==> src/rtl/protocol_tx_scheduler.sv <==
// rtl/protocol_tx_scheduler.sv - round-robin transmit scheduler with per-word hold time
module protocol_tx_scheduler #(
  parameter int NREQ        = 4,
  parameter int HOLD_CYCLES = 8,
  parameter int COUNT_W     = 16
) (
  input  logic                       clock,
  input  logic                       reset,
  input  logic [NREQ-1:0]            req,
  input  logic [32*NREQ-1:0]         req_data,
  input  logic [NREQ-1:0]            req_mask,
  output logic [NREQ-1:0]            ack,
  output logic                       send_enable,
  output logic [31:0]                send_data,
  output logic                       busy,
  output logic [$clog2(NREQ)-1:0]    last_grant,
  output logic [COUNT_W-1:0]         sent_count
);

  localparam int GW  = $clog2(NREQ);
  localparam int HCW = $clog2(HOLD_CYCLES + 1);

  localparam logic [1:0] IDLE  = 2'd0;
  localparam logic [1:0] ISSUE = 2'd1;
  localparam logic [1:0] HOLD  = 2'd2;

  logic [1:0]     state;
  logic [HCW-1:0] hold_cnt;
  logic [NREQ-1:0] elig;
  logic [GW-1:0]  winner;
  logic [GW-1:0]  cand;
  logic           found;

  // Mask is only consulted here, and this result is only used in IDLE,
  // so mask changes never touch a transfer already in flight.
  assign elig = req & ~req_mask;

  // Round-robin pick: scan upward from the slot after the last grant;
  // the last step (k = NREQ) wraps back onto last_grant itself.
  always_comb begin
    winner = last_grant;
    cand   = last_grant;
    found  = 1'b0;
    for (int k = 1; k <= NREQ; k++) begin
      cand = last_grant + GW'(k);
      if (!found && elig[cand]) begin
        winner = cand;
        found  = 1'b1;
      end
    end
  end

  // Strobes exist only in ISSUE; the granted index is held in last_grant.
  always_comb begin
    send_enable = (state == ISSUE);
    busy        = (state != IDLE);
    ack         = send_enable ? (NREQ'(1) << last_grant) : '0;
  end

  // Scheduler state, latched word, grant history and issue counter.
  always_ff @(posedge clock) begin
    if (reset) begin
      state      <= IDLE;
      send_data  <= 32'd0;
      last_grant <= GW'(NREQ - 1);
      sent_count <= '0;
      hold_cnt   <= '0;
    end else begin
      case (state)
        IDLE: begin
          if (found) begin
            send_data  <= req_data[{winner, 5'b0} +: 32];
            last_grant <= winner;
            state      <= ISSUE;
          end
        end
        ISSUE: begin
          sent_count <= sent_count + COUNT_W'(1);
          hold_cnt   <= '0;
          state      <= HOLD;
        end
        HOLD: begin
          if (hold_cnt == HCW'(HOLD_CYCLES - 1)) begin
            hold_cnt <= '0;
            state    <= IDLE;
          end else begin
            hold_cnt <= hold_cnt + HCW'(1);
          end
        end
        default: state <= IDLE;
      endcase
    end
  end

endmodule

==> config.mk <==
export PLATFORM = sky130hd
export DESIGN_NAME = protocol_tx_scheduler
export DESIGN_NICKNAME = d
export VERILOG_FILES = /design/src/rtl/protocol_tx_scheduler.sv
export SDC_FILE = /design/constraint.sdc
export NUM_CORES = 1
export LEC_CHECK = 0
export ABC_CLOCK_PERIOD_IN_PS = 3100
export CORE_MARGIN = 2
export CORE_UTILIZATION = 38
export CTS_CLUSTER_SIZE = 40
export DETAILED_ROUTE_END_ITERATION = 10
export PLACE_DENSITY = 0.82
export SYNTH_ARGS = -nofsm -noshare
export SYNTH_HDL_FRONTEND = slang
export SYNTH_SLANG_ARGS = --single-unit
==> constraint.sdc <==
create_clock -name clock -period 3.1 [get_ports clock]
set_input_delay 0.31 -clock clock [delete_from_list [all_inputs] [get_ports clock]]
set_output_delay 0.31 -clock clock [all_outputs]
set_load 0.02 [all_outputs]
== Word-level counts from Yosys, hierarchy flattened ==
Index checks and enable logic that the tools add are counted.
Storage, ports and cells
  flip-flop bits (word level): 56
  input bits: 138
  output and inout bits: 56
  word-level logic and storage cells: 56
Operators by class
  mux-type cells: 22
  $lt $le $gt $ge: 4
  reduce and logical (&&, ||, !) cells: 11
  equal/unequal tests: 5
  add/subtract/negate cells: 5
  bitwise operators: 2
  shift operators: 2
Operators by type and width (count)
  $shiftx 128x8->32: 1
  $add 16x1->16 const B: 1
  $lt 2x3->1 const B: 4
  $mux 2: 6
  $bmux 1 s2: 4
  $mux 1: 8
  $mux 4: 2
  $pmux 4 s2: 1
  $pmux 2 s3: 1
  $add 2x2->2 const B: 2
  $add 4x1->4 const B: 1
  $and 4x4->4: 1
  $eq 4x3->1 const B: 1
  $ne 2x2->1 const B: 2
  $not 4->4: 1
  $reduce_and 2->1: 2
  $reduce_bool 2->1: 2
  $shl 1x2->4 const A: 1
  $logic_and 1x1->1: 3
  $logic_not 1->1: 3
  $add 2x1->2 const B: 1
  $eq 2x1->1 const B: 1
  $eq 2x2->1 const B: 1
  $logic_not 2->1: 1

== Depth between registers and ports, before layout ==
Gate-level depths: netlist of the first run.
  depth in word-level cells: 16
  depth in mapped cells: 9
  depth with buffers taken out: 7

== Least setup slack after synthesis of the first run ==
No wires, ideal clock.
  path type: flip-flop to flip-flop
  start point: register last_grant[0]
  end point: register send_data[11]
  slack: 558 ps
  clock period less this slack: 2542 ps
  data required time: 2962 ps
  buffers on the path: 2
  arrival: 2405 ps
  setup time: 138 ps
  stages on the path, launching flop included: 10
  cell sequence: dfxtp_1 buf_6 inv_2 ha_1 mux4_2 a31oi_4 xnor2_4 buf_6 mux2i_1 o221ai_1
Between the ends
  cells in the longest elaborated chain, start to end: 14
  elaborated cells on any way between the ends: 27
  classes of those cells: add/sub (3); shift (1); mux (16); reduce/logical (7)
RTL lines
  start: declaration: RTL line 16  | output logic [$clog2(NREQ)-1:0] last_grant,
  start signal: assignment: RTL line 65  | last_grant <= GW'(NREQ - 1);
  start signal: assignment: RTL line 73  | last_grant <= winner;
  $add 2x1->2: RTL line 45  | cand = last_grant + GW'(k);
  $bmux 1 s2: RTL line 46  | if (!found && elig[cand]) begin
  $mux 1 (implied by the code): RTL line 46
  $mux 1: RTL line 46
  $logic_not 1->1: RTL line 46
  $logic_and 1x1->1: RTL line 46
  $mux 1: RTL line 46
  $logic_not 1->1: RTL line 46
  $logic_and 1x1->1: RTL line 46
  $mux 1: RTL line 46
  $logic_not 1->1: RTL line 46
  $logic_and 1x1->1: RTL line 46
  $mux 2 / $mux 1 (equally long branches): RTL line 46
  $shiftx 128x8->32 / $reduce_and 2->1 (equally long branches)
  end signal: assignment: RTL line 72  | send_data <= req_data[{winner, 5'b0} +: 32];
  end: declaration: RTL line 14  | output logic [31:0] send_data,
Several ways; a longest one is shown, not always the timed one. The select of a mux whose other input is x is not followed.
A chain may end at the register's enable or synchronous reset.

== Worst setup path in the final report of the first run ==
  start point: input port req[0]
  end point: register send_data[6]
Between the ends
  cells in the longest elaborated chain, start to end: 14
  elaborated cells on any way between the ends: 25
  classes of those cells: shift (1); mux (16); bitwise (1); reduce/logical (7)
RTL lines
  start: declaration: RTL line 9  | input logic [NREQ-1:0] req,
  $and 4x4->4 *: RTL line 36  | assign elig = req & ~req_mask;
  $bmux 1 s2: RTL line 46
  $mux 1 (implied by the code): RTL line 46
  $mux 1: RTL line 46
  $logic_not 1->1: RTL line 46
  $logic_and 1x1->1: RTL line 46
  $mux 1: RTL line 46
  $logic_not 1->1: RTL line 46
  $logic_and 1x1->1: RTL line 46
  $mux 1: RTL line 46
  $logic_not 1->1: RTL line 46
  $logic_and 1x1->1: RTL line 46
  $mux 2 / $mux 1 (equally long branches): RTL line 46
  $shiftx 128x8->32 / $reduce_and 2->1 (equally long branches)
Every way passes the cells marked *; elsewhere a longest branch is shown, timed or not. The select of a mux whose other input is x is not followed.

==> results of run 1 <==
## worst min-delay path, stage by stage, from the launching register on
cell and delay, ns:
dfxtp_1 0.34, nand2_1 0.05, o221ai_1 0.05
## cell usage in the layout, fill, tap and decap left out, types with 7 or more instances in the layout
cell | synthesis | routed
xor2_1 | 12 | 12
nor2_1 | 27 | 27
ha_1 | 9 | 9
nand3_1 | 7 | 7
dfxtp_1 | 56 | 56
nand2_1 | 40 | 40
mux2i_1 | 68 | 68
o221ai_1 | 32 | 32
buf_4 | 0 | 10
clkdlybuf4s50_1 | 0 | 193
## metrics by stage
| step | setup slack [ns] | total power [mW] | instance area [sq um] | instances | util (%) |
|---|---|---|---|---|---|
| 3_5_place_dp | 0.122 | 3.29 | 5230 | 622 | 64.0 |
| 4_1_cts | 0.449 | 3.78 | 5350 | 630 | 65.4 |
| 3_3_place_gp | 0.215 | 3.24 | 5230 | 622 | 64.0 |
| 5_1_grt | 0.280 | 3.97 | 5350 | 630 | 65.4 |
| 2_1_floorplan | 0.558 | 2.52 | 3190 | 334 | - |
| 6_report | 0.429 | 3.75 | 5350 | 630 | 65.4 |
## report_power, final
part	total, mW	leakage, nW	internal [mW]	switching (mW)
clock	0.486	0.0541	0.240	0.246
sequential	0.995	0.458	0.900	0.0950
combinational	2.27	1.67	1.17	1.09
## metal layers
layer / up-vias / global-route usage [%] / wire, um
li1: 1603 / - / -
met1: 1493 / 24.0 / 3970
met2: 128 / 35.5 / 4960
met3: 24 / 5.06 / 700
met4: 0 / 9.29 / 302
met5: - / 0 / 0
## path summary, 6_finish.rpt
kind	startpoint	endpoint	slack, ns	cells after the start
max	req[0]	send_data[6]	0.43	8
min	send_data[15]	send_data[15]	0.47	2
max reg2reg	last_grant[1]	send_data[6]	0.56	8
min reg2reg	send_data[15]	send_data[15]	0.47	2
## state kept, by name, indices dropped and copies added, names as in the netlist
signal      flops
hold_cnt        4
last_grant      2
send_data      32
sent_count     16
state           2
## cells by family after synthesis
family | count (synthesis) | synth area share, %
DFF | 56 | 35.2
xor gates and xnor gates | 16 | 4.99
and+or+nand+nor | 102 | 15.1
AOI/OAI and AO/OA | 51 | 12.8
muxes | 72 | 23.5
buffers and inverters | 28 | 4.95
adders and majority gates | 9 | 3.53
## cell type report
type | count | area [sq um]
Sequential cell | 56 | 1120
Clock inverter | 3 | 42.5
Multi-Input combinational cell | 250 | 1910
Inverter | 6 | 22.5
Clock buffer | 5 | 68.8
Tap cell | 105 | 131
Fill cell | 663 | 2830
Timing Repair Buffer | 205 | 2050
==> out/qor.csv, run 1 <==
stage,metric,value,unit
die,io pins,194,
global_route,initial antenna violation count,0,
synthesis,leading area contributor after synthesis,dfxtp_1,
layout,Final nets,671,
global_route,global route total overflow,0,
die,Die W,95.6,um
layout,number of diodes,0,
placement,placer congestion estimate,0.786,
worst_setup_path,CP Class,input pin to register,
placement,Buffers on Ports,193,
detailed_routing,per-cell routed wire length,15.8,um
worst_setup_path,CP max stage cell,xnor2_4,
timing,Worst slew margin,61.6,%
timing,Final setup viols,0,
worst_setup_path,CP top delay family,buffers and inverters,
synthesis,top post-synthesis cells by area,"dfxtp_1, mux2i_1, o221ai_1",
synthesis,Post-synth top cells,"mux2i_1, dfxtp_1, nand2_1",
pwr,peak supply drop,0.262,mV
global_route,number of global-route vias before repair,3245,
die,die height,95.6,um
timing,Clock Skew,0.0113,ns
timing,worst slew pin tran,0.576,ns
timing,final period utilization,86.2,%
placement,DP HPWL,7760,um
worst_setup_path,Worst Path Arrival,2.87,ns
worst_setup_path,Bufs and invs on worst path,2,
clock_tree,"Reg clk slew, reported paths",0.11,ns
detailed_routing,DR vias,3248,
synthesis,Syn Area/Cell,9.54,sq um
clock_tree,Post-CTS Setup Bufs,0,
worst_setup_path,crit end category,register,
detailed_routing,DR vias/cell,5.16,
timing,Total Neg Setup Slack,0,ns
die,Initial Utilization,39.0,%
synthesis,Main synth FF type,dfxtp_1,
flow_run,max cap viols,0,
worst_hold_path,worst min-delay path class,register to register,
global_route,GRT Util Overall,20.6,%
synthesis,Post-synth ARST share,0,%
synthesis,"count leader, synth",mux2i_1,
synthesis,number of enable flip-flop cells after synthesis,0,
clock_tree,post-cts resize count,0,
clock_tree,Skew-Pair Late Insertion Delay,0.31,ns
synthesis,Mapped Cells,334,
timing,Fmax,0.374,GHz
layout,layout cell share with drive strength beyond 1,5.14,%
synthesis,Synth top area share,35.2,%
clock_tree,CTS tree,built,
die,die area,9130,sq um
synthesis,Ys Warns,0,
timing,Slew Limit Fails,0,
synthesis,sequential fraction of the synthesis area,35.2,%
worst_setup_path,startpoint type of the worst setup path,input pin,
synthesis,syn_nets,481,
detailed_routing,1st-pass router iterations,4,
detailed_routing,drt total wl,9930,um
pwr,P per Cell Area,701,nW/um^2
timing,min Tclk post-route,2.67,ns
worst_setup_path,max incr delay on CP,0.50,ns
die,row cnt,33,
timing,RSZ-0062 raised after global routing,no,
clock_tree,TritonCTS Buffers,5,
layout,Area Overhead vs Synth,67.7,%
timing,WHS,0.470,ns
clock_tree,Clock Sinks,56,
clock_tree,cts hold-fix bufs,0,
global_route,first-pass GRT wire length,14800,um
pwr,Lkg Pwr,2.19,nW
global_route,pin count of the biggest net entering global routing,32,
clock_tree,H-tree levels,2,
detailed_routing,drt drc,0,
synthesis,Mapped Area,3190,sq um
die,core area,8180,sq um
detailed_routing,1st-iter DRT viols,95,
synthesis,Unique masters post-synth,38,
worst_setup_path,CP max FO,20,
run_status,status,finished clean,
clock_tree,Root Driver,clkbuf_8,
clock_tree,Max clock buf depth,2,
timing,final hold vios,0,
detailed_routing,DRT antenna net count,0,
worst_setup_path,"Critical Path, Cell by Cell",clkdlybuf4s50_1 -> nor2b_1 -> mux4_2 -> a31oi_4 -> xnor2_4 -> buf_12 -> mux2i_1 -> o221ai_1,
worst_setup_path,CP Data Required Time,3.30,ns
synthesis,Yosys reg bits,56,
Power figures use the tool's default switching activity.
==> run 2, diff against run 1 <==
HOLD_SLACK_MARGIN = 0.03   (was default)
==> results of run 2 <==
Final layout, timing and power as in run 1 (identical DEF).
==> run 3, diff against run 2 <==
MAX_ROUTING_LAYER = met4   (was default)
==> out/qor.csv, run 3 (same netlist as run 1, synthesis figures left out) <==
stage,metric,value,unit,change
layout,"commonest cells after routing, fill and taps aside","clkdlybuf4s50_1, mux2i_1, dfxtp_1",,
die,io pins,194,,unchanged
layout,largest registers,"send_data (32), sent_count (16), hold_cnt (4)",,
die,die area,9130,sq um,unchanged
clock_tree,cts hold-fix bufs,0,,unchanged
detailed_routing,top layer in use,met4,,
detailed_routing,DRT antenna net count,0,,unchanged
global_route,first-pass GRT wire length,14800,um,-0.18%
layout,"commonest non-fill, non-tap cell in the layout",clkdlybuf4s50_1,,
detailed_routing,WL met2,4980,um,+0.38%
timing,final period utilization,86.3,%,+0.14 points
clock_tree,CTS tree,built,,
worst_setup_path,Worst path depth,8,,unchanged
clock_tree,Max clock buf depth,2,,unchanged
worst_setup_path,crit path capture,send_data[6],,
timing,Total Neg Setup Slack,0,ns,unchanged
placement,DP HPWL,7760,um,unchanged
layout,Top reg by flops,send_data,,
worst_setup_path,reg2reg setup slack,0.56,ns,about the same
timing,Worst slew margin,61.0,%,-0.60 points
timing,final hold vios,0,,unchanged
worst_setup_path,max incr delay on CP,0.51,ns,about the same
timing,Fmax,0.374,GHz,-0.16%
clock_tree,"Reg clk slew, reported paths",0.11,ns,about the same
clock_tree,Skew-Pair Late Insertion Delay,0.31,ns,about the same
worst_setup_path,crit end category,register,,
clock_tree,Post-CTS Setup Bufs,0,,unchanged
worst_hold_path,worst min-delay path class,register to register,,
placement,Buffers on Ports,193,,unchanged
layout,number of diodes,0,,unchanged
layout,"Cell Count, Final, Fillers Out",630,,unchanged
timing,Clock Skew,0.00966,ns,-0.00165 ns
global_route,initial antenna violation count,0,,unchanged
worst_setup_path,"Critical Path, Cell by Cell",clkdlybuf4s50_1 -> nor2b_1 -> mux4_2 -> a31oi_4 -> xnor2_4 -> buf_12 -> mux2i_1 -> o221ai_1,,
layout,Area Overhead vs Synth,67.7,%,unchanged
die,row cnt,33,,unchanged
clock_tree,post-cts resize count,0,,unchanged
placement,placed cell count,622,,unchanged
timing,worst slew pin tran,0.585,ns,+0.00902 ns
flow_run,max cap viols,0,,unchanged
worst_setup_path,R2R depth,8,,unchanged
detailed_routing,drt total wl,9890,um,-0.40%
detailed_routing,1st-iter DRT viols,86,,-9.5%
layout,Final nets,671,,unchanged
pwr,peak supply drop,0.261,mV,-0.37%
pwr,Lkg Pwr,2.19,nW,unchanged
detailed_routing,DR vias/cell,5.17,,+0.31%
layout,layout cell share with drive strength beyond 1,5.14,%,unchanged
timing,WHS,0.471,ns,+0.000762 ns
clock_tree,Root Driver,clkbuf_8,,
global_route,global route total overflow,0,,unchanged
pwr,P per Cell Area,701,nW/um^2,about the same
die,Initial Utilization,39.0,%,unchanged
global_route,number of global-route vias before repair,3245,,unchanged
detailed_routing,met1 WL,3960,um,-0.43%
die,die height,95.6,um,unchanged
worst_setup_path,Bufs and invs on worst path,2,,unchanged
clock_tree,TritonCTS Buffers,5,,unchanged
clock_tree,H-tree levels,2,,unchanged
worst_setup_path,Worst Path Arrival,2.87,ns,about the same
worst_setup_path,worst reg2reg startpoint,last_grant[0],,
worst_setup_path,Setup crit start,req[0],,
timing,min Tclk post-route,2.68,ns,+0.00436 ns
worst_setup_path,startpoint type of the worst setup path,input pin,,
placement,placer congestion estimate,0.797,,+1.4%
worst_setup_path,CP top delay family,buffers and inverters,,
detailed_routing,drt drc,0,,unchanged
clock_tree,Clock Sinks,56,,unchanged
timing,Final setup viols,0,,unchanged
detailed_routing,DR WL met3,655,um,-6.4%
worst_setup_path,CP Data Required Time,3.30,ns,about the same
global_route,pin count of the biggest net entering global routing,32,,unchanged
timing,Slew Limit Fails,0,,unchanged
timing,RSZ-0062 raised after global routing,no,,
worst_hold_path,Hold Startpoint,send_data[15],,
detailed_routing,1st-pass router iterations,4,,unchanged
worst_setup_path,CP max FO,20,,unchanged
worst_setup_path,RR Endpoint,send_data[6],,
worst_setup_path,CP max stage cell,xnor2_4,,
die,core area,8180,sq um,unchanged
die,Die W,95.6,um,unchanged
worst_setup_path,CP Class,input pin to register,,
detailed_routing,per-cell routed wire length,15.7,um,-0.40%
layout,max FFs per register,32,,unchanged
global_route,GRT Util Overall,21.2,%,+0.62 points
detailed_routing,DR vias,3258,,+0.31%
run_status,status,finished clean,,
## run 3: worst min-delay path by stage
stage	to	slack, ns	depth (start not counted)
finish	send_data[15]	0.47	2
global route	send_data[4]	0.50	2
CTS	send_data[3]	0.47	2
detailed placement	send_data[3]	0.45	2
global placement	send_data[3]	0.44	2
floorplan	hold_cnt[1]	0.46	2
## run 3: worst reg2reg max path, cell delays in order (launching register included)
cell,delay [ns]
dfxtp_1,0.35
inv_2,0.09
ha_1,0.37
mux4_2,0.27
a31oi_4,0.13
xnor2_4,0.51
buf_12,0.27
mux2i_1,0.31
o221ai_1,0.14
## run 3: area by class of cell
| cell class | count | area (sq um) |
|---|---|---|
| Clock buffer | 5 | 68.8 |
| Clock inverter | 3 | 42.5 |
| Fill cell | 663 | 2830 |
| Inverter | 6 | 22.5 |
| Multi-Input combinational cell | 250 | 1910 |
| Sequential cell | 56 | 1120 |
| Tap cell | 105 | 131 |
| Timing Repair Buffer | 205 | 2050 |
## run 3: layer usage
metal	track usage, %	vias up
li1	-	1598
met2	35.7	132
met4	9.29	0
met3	4.35	25
met5	-	-
met1	24.4	1503
## run 3: power breakdown
part	switching, mW	internal, mW
combinational	1.09	1.17
sequential	0.0949	0.900
clock	0.249	0.240
## run 3: through the flow
stage	util [%]	setup slack, ns	cell area (sq um)	power, mW
floorplan	-	0.558	3190	2.52
detailed placement	64.0	0.122	5230	3.29
global placement	64.0	0.215	5230	3.24
CTS	65.4	0.449	5350	3.78
finish	65.4	0.424	5350	3.75
global route	65.4	0.282	5350	3.97
